**config.mk**
```make
export PLATFORM = sky130hd
export DESIGN_NAME = rx_stream_arbiter
export DESIGN_NICKNAME = d
export VERILOG_FILES = /design/src/rtl/backend_pkg.sv /design/src/rtl/rx_stream_arbiter_rr_pick.sv /design/src/rtl/rx_stream_arbiter.sv
export SDC_FILE = /design/constraint.sdc
export NUM_CORES = 1
export LEC_CHECK = 0
export ABC_AREA = 1
export BUFFER_PORTS_ARGS = -buffer_cell sky130_fd_sc_hd__buf_2
export CORE_AREA = 5 5 252 254
export CTS_CLUSTER_DIAMETER = 50
export DETAILED_ROUTE_END_ITERATION = 12
export DIE_AREA = 0 0 257 259
export PLACE_DENSITY = 0.41
export SLEW_MARGIN = 20
export SYNTH_ARGS = -nofsm -noshare
export SYNTH_HDL_FRONTEND = slang
export SYNTH_HIERARCHICAL = 1
export SYNTH_SLANG_ARGS = --single-unit
export TNS_END_PERCENT = 20
```
**constraint.sdc**
```tcl
create_clock -name sys_clk -period 14.4 [get_ports sys_clk]
set_input_delay 2.88 -clock sys_clk [delete_from_list [all_inputs] [get_ports sys_clk]]
set_output_delay 2.88 -clock sys_clk [all_outputs]
set_load 0.01 [all_outputs]
```
**src/rtl/backend_pkg.sv**
```systemverilog
// Shared backend definitions: default stream geometry and the arbiter state type.
package backend_pkg;

  localparam int LENGTH   = 128;
  localparam int NMODULES = 4;
  localparam int SRC_W    = $clog2(NMODULES);

  typedef enum logic {
    IDLE  = 1'b0,
    GRANT = 1'b1
  } arb_state_t;

endpackage

```
**src/rtl/rx_stream_arbiter_rr_pick.sv**
```systemverilog
// rr_pick: combinational rotating priority encoder. Returns the first set
// request found searching last+1, last+2, ... with wrap-around, so the
// module served most recently has the lowest priority.
module rr_pick #(
  parameter int N = 4,
  parameter int W = $clog2(N)
) (
  input  logic [N-1:0] req,
  input  logic [W-1:0] last,
  output logic         any,
  output logic [W-1:0] idx
);

  // Scan from the farthest candidate back to the nearest so the nearest
  // requester after last is the final (winning) assignment.
  always_comb begin
    any = 1'b0;
    idx = '0;
    for (int k = N; k >= 1; k--) begin
      if (req[(int'(last) + k) % N]) begin
        any = 1'b1;
        idx = W'((int'(last) + k) % N);
      end
    end
  end

endmodule

```
**src/rtl/rx_stream_arbiter.sv**
```systemverilog
// rx_stream_arbiter: round-robin merge of the per-module frontend event
// streams into the single gigex transmit stream. Bursts are bounded to
// MAX_BURST beats; every grant costs one idle arbitration cycle.
// Optional feature macro: ARB_STALL_CNT_EN adds the saturating stall_count
// output (cycles with out_valid high and out_ready low).
module rx_stream_arbiter #(
  parameter int NMODULES  = 4,
  parameter int LENGTH    = 128,
  parameter int MAX_BURST = 16
) (
  input  logic                          sys_clk,
  input  logic                          rst,
  input  logic [NMODULES*LENGTH-1:0]    in_data,
  input  logic [NMODULES-1:0]           in_valid,
  output logic [NMODULES-1:0]           in_ready,
  output logic [LENGTH-1:0]             out_data,
  output logic [$clog2(NMODULES)-1:0]   out_src,
  output logic                          out_valid,
  input  logic                          out_ready
`ifdef ARB_STALL_CNT_EN
  ,
  output logic [31:0]                   stall_count
`endif
);

  import backend_pkg::arb_state_t;
  import backend_pkg::IDLE;
  import backend_pkg::GRANT;

  localparam int IDX_W  = $clog2(NMODULES);
  localparam int BCNT_W = $clog2(MAX_BURST + 1);

  arb_state_t              state_reg, state_next;
  logic [IDX_W-1:0]        g_reg, g_next;
  logic [IDX_W-1:0]        last_reg, last_next;
  logic [BCNT_W-1:0]       bcnt_reg, bcnt_next;
  logic [BCNT_W-1:0]       bcnt_inc;
  logic [LENGTH-1:0]       out_data_reg;
  logic [IDX_W-1:0]        out_src_reg;
  logic                    out_valid_reg;

  logic                    pick_any;
  logic [IDX_W-1:0]        pick_idx;
  logic                    pipe_ready;
  logic                    xfer;
  logic [LENGTH-1:0]       sel_word;

  rr_pick #(
    .N (NMODULES),
    .W (IDX_W)
  ) u_pick (
    .req  (in_valid),
    .last (last_reg),
    .any  (pick_any),
    .idx  (pick_idx)
  );

  // The output register can take a new word when empty or being drained.
  assign pipe_ready = ~out_valid_reg | out_ready;
  assign xfer       = (state_reg == GRANT) & in_valid[g_reg] & pipe_ready;
  assign sel_word   = in_data[int'(g_reg)*LENGTH +: LENGTH];
  assign bcnt_inc   = bcnt_reg + 1'b1;

  // Only the granted module sees ready, and only while the pipe can accept.
  for (genvar gi = 0; gi < NMODULES; gi++) begin : g_ready
    assign in_ready[gi] = (state_reg == GRANT) && (g_reg == IDX_W'(gi)) && pipe_ready;
  end

  // Next-state: pick a module in IDLE, count beats and decide release in GRANT.
  always_comb begin
    state_next = state_reg;
    g_next     = g_reg;
    last_next  = last_reg;
    bcnt_next  = bcnt_reg;
    case (state_reg)
      IDLE: begin
        if (pick_any) begin
          g_next     = pick_idx;
          bcnt_next  = '0;
          state_next = GRANT;
        end
      end
      GRANT: begin
        if (xfer) begin
          bcnt_next = bcnt_inc;
        end
        // An empty source releases even while the output is stalled.
        if (!in_valid[g_reg] || (xfer && (bcnt_inc == BCNT_W'(MAX_BURST)))) begin
          state_next = IDLE;
          last_next  = g_reg;
        end
      end
      default: state_next = IDLE;
    endcase
  end

  // Arbitration state registers; last starts at the top index so module 0 wins first.
  always_ff @(posedge sys_clk or posedge rst) begin
    if (rst) begin
      state_reg <= IDLE;
      g_reg     <= '0;
      last_reg  <= IDX_W'(NMODULES - 1);
      bcnt_reg  <= '0;
    end else begin
      state_reg <= state_next;
      g_reg     <= g_next;
      last_reg  <= last_next;
      bcnt_reg  <= bcnt_next;
    end
  end

  // Output register: load on handshake, drop valid when drained with nothing new.
  always_ff @(posedge sys_clk or posedge rst) begin
    if (rst) begin
      out_data_reg  <= '0;
      out_src_reg   <= '0;
      out_valid_reg <= 1'b0;
    end else if (xfer) begin
      out_data_reg  <= sel_word;
      out_src_reg   <= g_reg;
      out_valid_reg <= 1'b1;
    end else if (pipe_ready) begin
      out_valid_reg <= 1'b0;
    end
  end

  assign out_data  = out_data_reg;
  assign out_src   = out_src_reg;
  assign out_valid = out_valid_reg;

`ifdef ARB_STALL_CNT_EN
  logic [31:0] stall_cnt_reg;

  // Count back-pressured cycles, saturating at all-ones.
  always_ff @(posedge sys_clk or posedge rst) begin
    if (rst) begin
      stall_cnt_reg <= '0;
    end else if (out_valid_reg && !out_ready && (stall_cnt_reg != 32'hFFFF_FFFF)) begin
      stall_cnt_reg <= stall_cnt_reg + 32'd1;
    end
  end

  assign stall_count = stall_cnt_reg;
`endif

endmodule

```
After elaboration in Yosys (flattened, before gate mapping)
Cells that the tools add are included.
Widths: inputs -> output; s select.
- add/sub/neg operators: 5
- magnitude comparators: 5
- equality and inequality tests: 6
- shift-type cells: 1
- mux-type cells: 30
- bitwise gates (word level): 9
- reductions and logical operators: 20
- operators by type and width (cell ; number):
    $shiftx 512x10->128 ; 1
    $mux 1 ; 17
    $lt 3x4->1 const B ; 4
    $bmux 1 s2 ; 5
    $mux 5 ; 2
    $pmux 5 s2 ; 1
    $logic_and 1x1->1 ; 9
    $mux 2 ; 4
    $reduce_or 2->1 ; 4
    $reduce_and 2->1 ; 3
    $add 5x1->5 const B ; 1
    $eq 5x5->1 const B ; 1
    $add 2x1->2 const B ; 2
    $add 2x2->2 const B ; 2
    $and 1x1->1 const A ; 4
    $eq 2x2->1 const B ; 2
    $lt 2x3->1 const B ; 1
    $and 1x1->1 ; 2
    $eq 2x1->1 const B ; 1
    $logic_not 2->1 ; 1
    $ne 2x1->1 const B ; 1
    $ne 2x2->1 const B ; 1
    $not 1->1 ; 2
    $pmux 1 s2 ; 1
    4 further kinds ; 4
- bits in registers: 141
- input port bits: 519
- output and inout port bits: 135
- logic and storage cells: 83

Depth between registers and ports, before layout
- depth after elaboration: 12
- mapped depth: 12
- gate-level depth less buffers: 11

Hierarchy
Netlist, hierarchy kept.
- by module, submodules not included (module ; times used ; cells each ; area each (um^2) ; seq. area each (um^2)):
    rx_stream_arbiter ; 1 ; 1212 ; 8353.0 ; 3530.9
    rr_pick ; 1 ; 51 ; 246.5 ; 0.0

Worst setup path before layout
OpenSTA, ideal clock, no wires.
- path kind: input-to-output
- start: input port out_ready
- end: output port in_ready[0]
- arrival: 3500 ps
- required time: 11520 ps
- slack: 8020 ps
- stages on the path: 6
- buffers on the path: 0
- path through: inv_1 nand2_1 inv_1 nor2_1 inv_1 nor3_1
- longest elaborated chain between the ends: 2
- ends and longest elaborated chain (item ; RTL line ; text):
    start: declaration ; rx_stream_arbiter.sv:19 ; input logic out_ready
    $or 1x1->1 ; rx_stream_arbiter.sv:59 ; assign pipe_ready = ~out_valid_reg | out_ready;
    $logic_and 1x1->1 ; rx_stream_arbiter.sv:66 ; assign in_ready[gi] = (state_reg == GRANT) && (g_reg == IDX_W'(gi)) && pipe_ready;
    end: declaration ; rx_stream_arbiter.sv:15 ; output logic [NMODULES-1:0] in_ready,
Every way passes these cells.

Worst setup path in the final report
Ends and elaborated chain as after synthesis.

==> flow_summary.toml <==
[logic_synthesis]
synth_top_area_share = 0.4045
synth_edf_count = 0
syn_nets = 1784
synth_cells = 1263
yosys_register_bits = 141
ys_seq_area_frac = 0.4106
syn_area_sq_um = 8599
dominantRegCellSynth = "dfrtp_1"
yosysMostFrequentCell = "nand2_1"
synthTopCellsByCount = "nand2_1, nand3_1, dfrtp_1, a21oi_1, o21ai_1"
ys_top_cells_by_area = "dfrtp_1, nand2_1, nand3_1"
synth_cell_types = 24
yosys_warnings = 6
avgSynthCellArea_sq_um = 6.809
async_flop_share = 1.000
yosysTopAreaCell = "dfrtp_1"

[global_routing]
grt-ovfl-total = 0
grt_usage = 0.1222
grt_antenna_before_repair = 5
grt_pass1_vias = 11150
grt_pass1_wl_mm = 63.90
grt_max_degree = 99

[min_path]
holdPathEnd = "out_data[11]"
hold_depth = 2
hold_path.startpoint = "out_data[11]"
hp-class = "reg -> reg"

[sta]
max-slew-margin-rel = 0.3910
fin_skew_ns = 0.02367
fin_crit_ns = 6.824
rsz0062_at_grt = "false"
tns_ns = 0
setup_viol = 0
slew_violations = 0
hold_viol = 0
post-route-period-util = 0.4739
fmax_mhz = 146.5
worstMarginPinSlew_ns = 0.9135

[floorplanning]
die_y_microns = 259
core_area_sq_um = 61030
die_area_sq_um = 66560
initial_utilization = 0.1409
dieWidth_microns = 257
ioPinCount = 654
rows = 91

[drt]
firstDrtPassIters = 5
drc_errors = 0
vias = 11100
drtAntennaViolNets = 0
wl_met2_mm = 20.99
wl_met1_mm = 17.13
drtIter0Drc = 663
vias_per_cell = 4.184
wirelength_mm = 43.49
routedWlPerCell_microns = 16.40
wl_met3_mm = 3.518
maxUsedRoutingLayer = "met5"

[final_layout]
areaGrowthSynthToFinish_pct = 52.67
drive_above_1_share = 0.3862
fin_nets = 2367
largest_reg_flops = 128
final_cells = 2652

[setup_path]
cp_data_required_time_ns = 11.52
critical_path_peak_fanout = 4
rr_endpoint = "out_data[85]"
rr_startpoint = "g_reg[1]"
rr_worst_depth = 8
path_class = "in -> out"
start_kind = "input pin"
r2r_setup_slack_ns = 10.80
cp.arrival_ns = 3.94
crit_path_end_kind = "output pin"

[pwr]
intPower_mw = 1.394
powerDensity_nw_per_um2 = 208.9
p_sw_frac = 0.4917
ir_drop_uv = 112.0
seq_power_share = 0.261
p_leak_nw = 6.846
p_switching_mw = 1.348
p_clk_frac = 0.175
comb_power_share = 0.563

[job]
maxCapViolations = 0

[cts]
numClockSinks = 141
clk_pin_slew_worst_paths_ns = 0.06
cts_setup_buffers = 0
cts_buffer_depth = 2
cts_hold_buf = 0
cts_made_buffers = 17
cts_max_level = 4
cts_tree = "yes"
clockRootBuffer = "clkbuf_16"
clock_latency_ns = 0.47
ctsResizeCount = 0

[place]
gp_congestion = 0.8918
dp.cells = 2617
place_hpwl_mm = 34.65
portBuffers = 653

[outcome]
status = "finished clean"
[worst max-delay path, cell delays in order]
cell and delay [ns]:
buf_2 0.08, inv_1 0.03, nand2_1 0.09, inv_1 0.05, nor2_1 0.30, inv_1 0.17
nor3_1 0.16, buf_2 0.17
[power by group through the flow]
| stage | registers (mW) | logic (mW) | clock network, mW |
|---|---|---|---|
| 2_1_floorplan | 0.754 | 0.964 | 0 |
| 3_3_place_gp | 0.721 | 1.57 | 0 |
| 3_5_place_dp | 0.723 | 1.58 | 0 |
| 4_1_cts | 0.719 | 1.59 | 0.506 |
| 5_1_grt | 0.743 | 1.76 | 0.519 |
| 6_report | 0.716 | 1.55 | 0.481 |
[routing by layer]
metal | track usage | vias up
li1 | - | 5424
met1 | 0.1390 | 5075
met2 | 0.2022 | 503
met3 | 0.04416 | 90
met4 | 0.06308 | 4
met5 | 0 | -
[worst max-delay path by stage]
stage,startpoint,end,slack (ns),cells after the start
floorplan,rst,bcnt_reg[0],7.74,1
global placement,out_ready,in_ready[0],7.55,8
detailed placement,out_ready,in_ready[0],7.57,8
CTS,out_ready,in_ready[0],7.55,8
global route,out_ready,in_ready[0],7.40,8
finish,out_ready,in_ready[0],7.58,8
[cells by family (layout without fill, tap and decap cells)]
| group | after synthesis | in the layout | synth area share |
|---|---|---|---|
| compound gates | 266 | 266 | 0.1555 |
| fa+ha+maj | 2 | 2 | 0.002909 |
| buf+inv | 122 | 718 | 0.06678 |
| other cells | 0 | 3 | 0 |
| simple gates | 732 | 732 | 0.3642 |
| flops | 141 | 141 | 0.4106 |
[metrics by stage]
step	instance area (sq um)	power [mW]	utilization	worst slack, ns	hold WS, ns
detailed placement	12500	2.306	0.2048	7.565	0.4711
CTS	13120	2.811	0.2150	7.555	0.4859
finish	13130	2.743	0.2151	7.576	0.4798
floorplan	8600	1.717	-	7.742	0.4492
global route	13120	3.022	0.2150	7.405	0.4993
global placement	12500	2.292	0.2048	7.548	0.4631
[layout by cell type, fill, tap and decap left out, drive strengths merged]
cell	synthesis	routed
a21boi	1	1
a21oi	130	130
and2	1	1
buf	67	665
bufinv	0	4
clkbuf	34	21
clkinv	0	6
clkinvlp	0	1
dfrtp	139	139
dfstp	2	2
diode	0	3
ha	2	2
inv	21	21
nand2	441	441
nand3	272	272
nand4	3	3
nor2	12	12
nor3	3	3
o21ai	135	135
[layout make-up]
| cell class | instances | area [sq um] |
|---|---|---|
| Antenna cell | 3 | 7.507 |
| Clock buffer | 21 | 460.4 |
| Clock inverter | 11 | 165.2 |
| Fill cell | 7026 | 47900 |
| Inverter | 21 | 93.84 |
| Multi-Input combinational cell | 1000 | 4521 |
| Sequential cell | 141 | 3535 |
| Tap cell | 790 | 988.4 |
| Timing Repair Buffer | 665 | 3358 |
No activity file was read; power rests on OpenSTA's default activity.
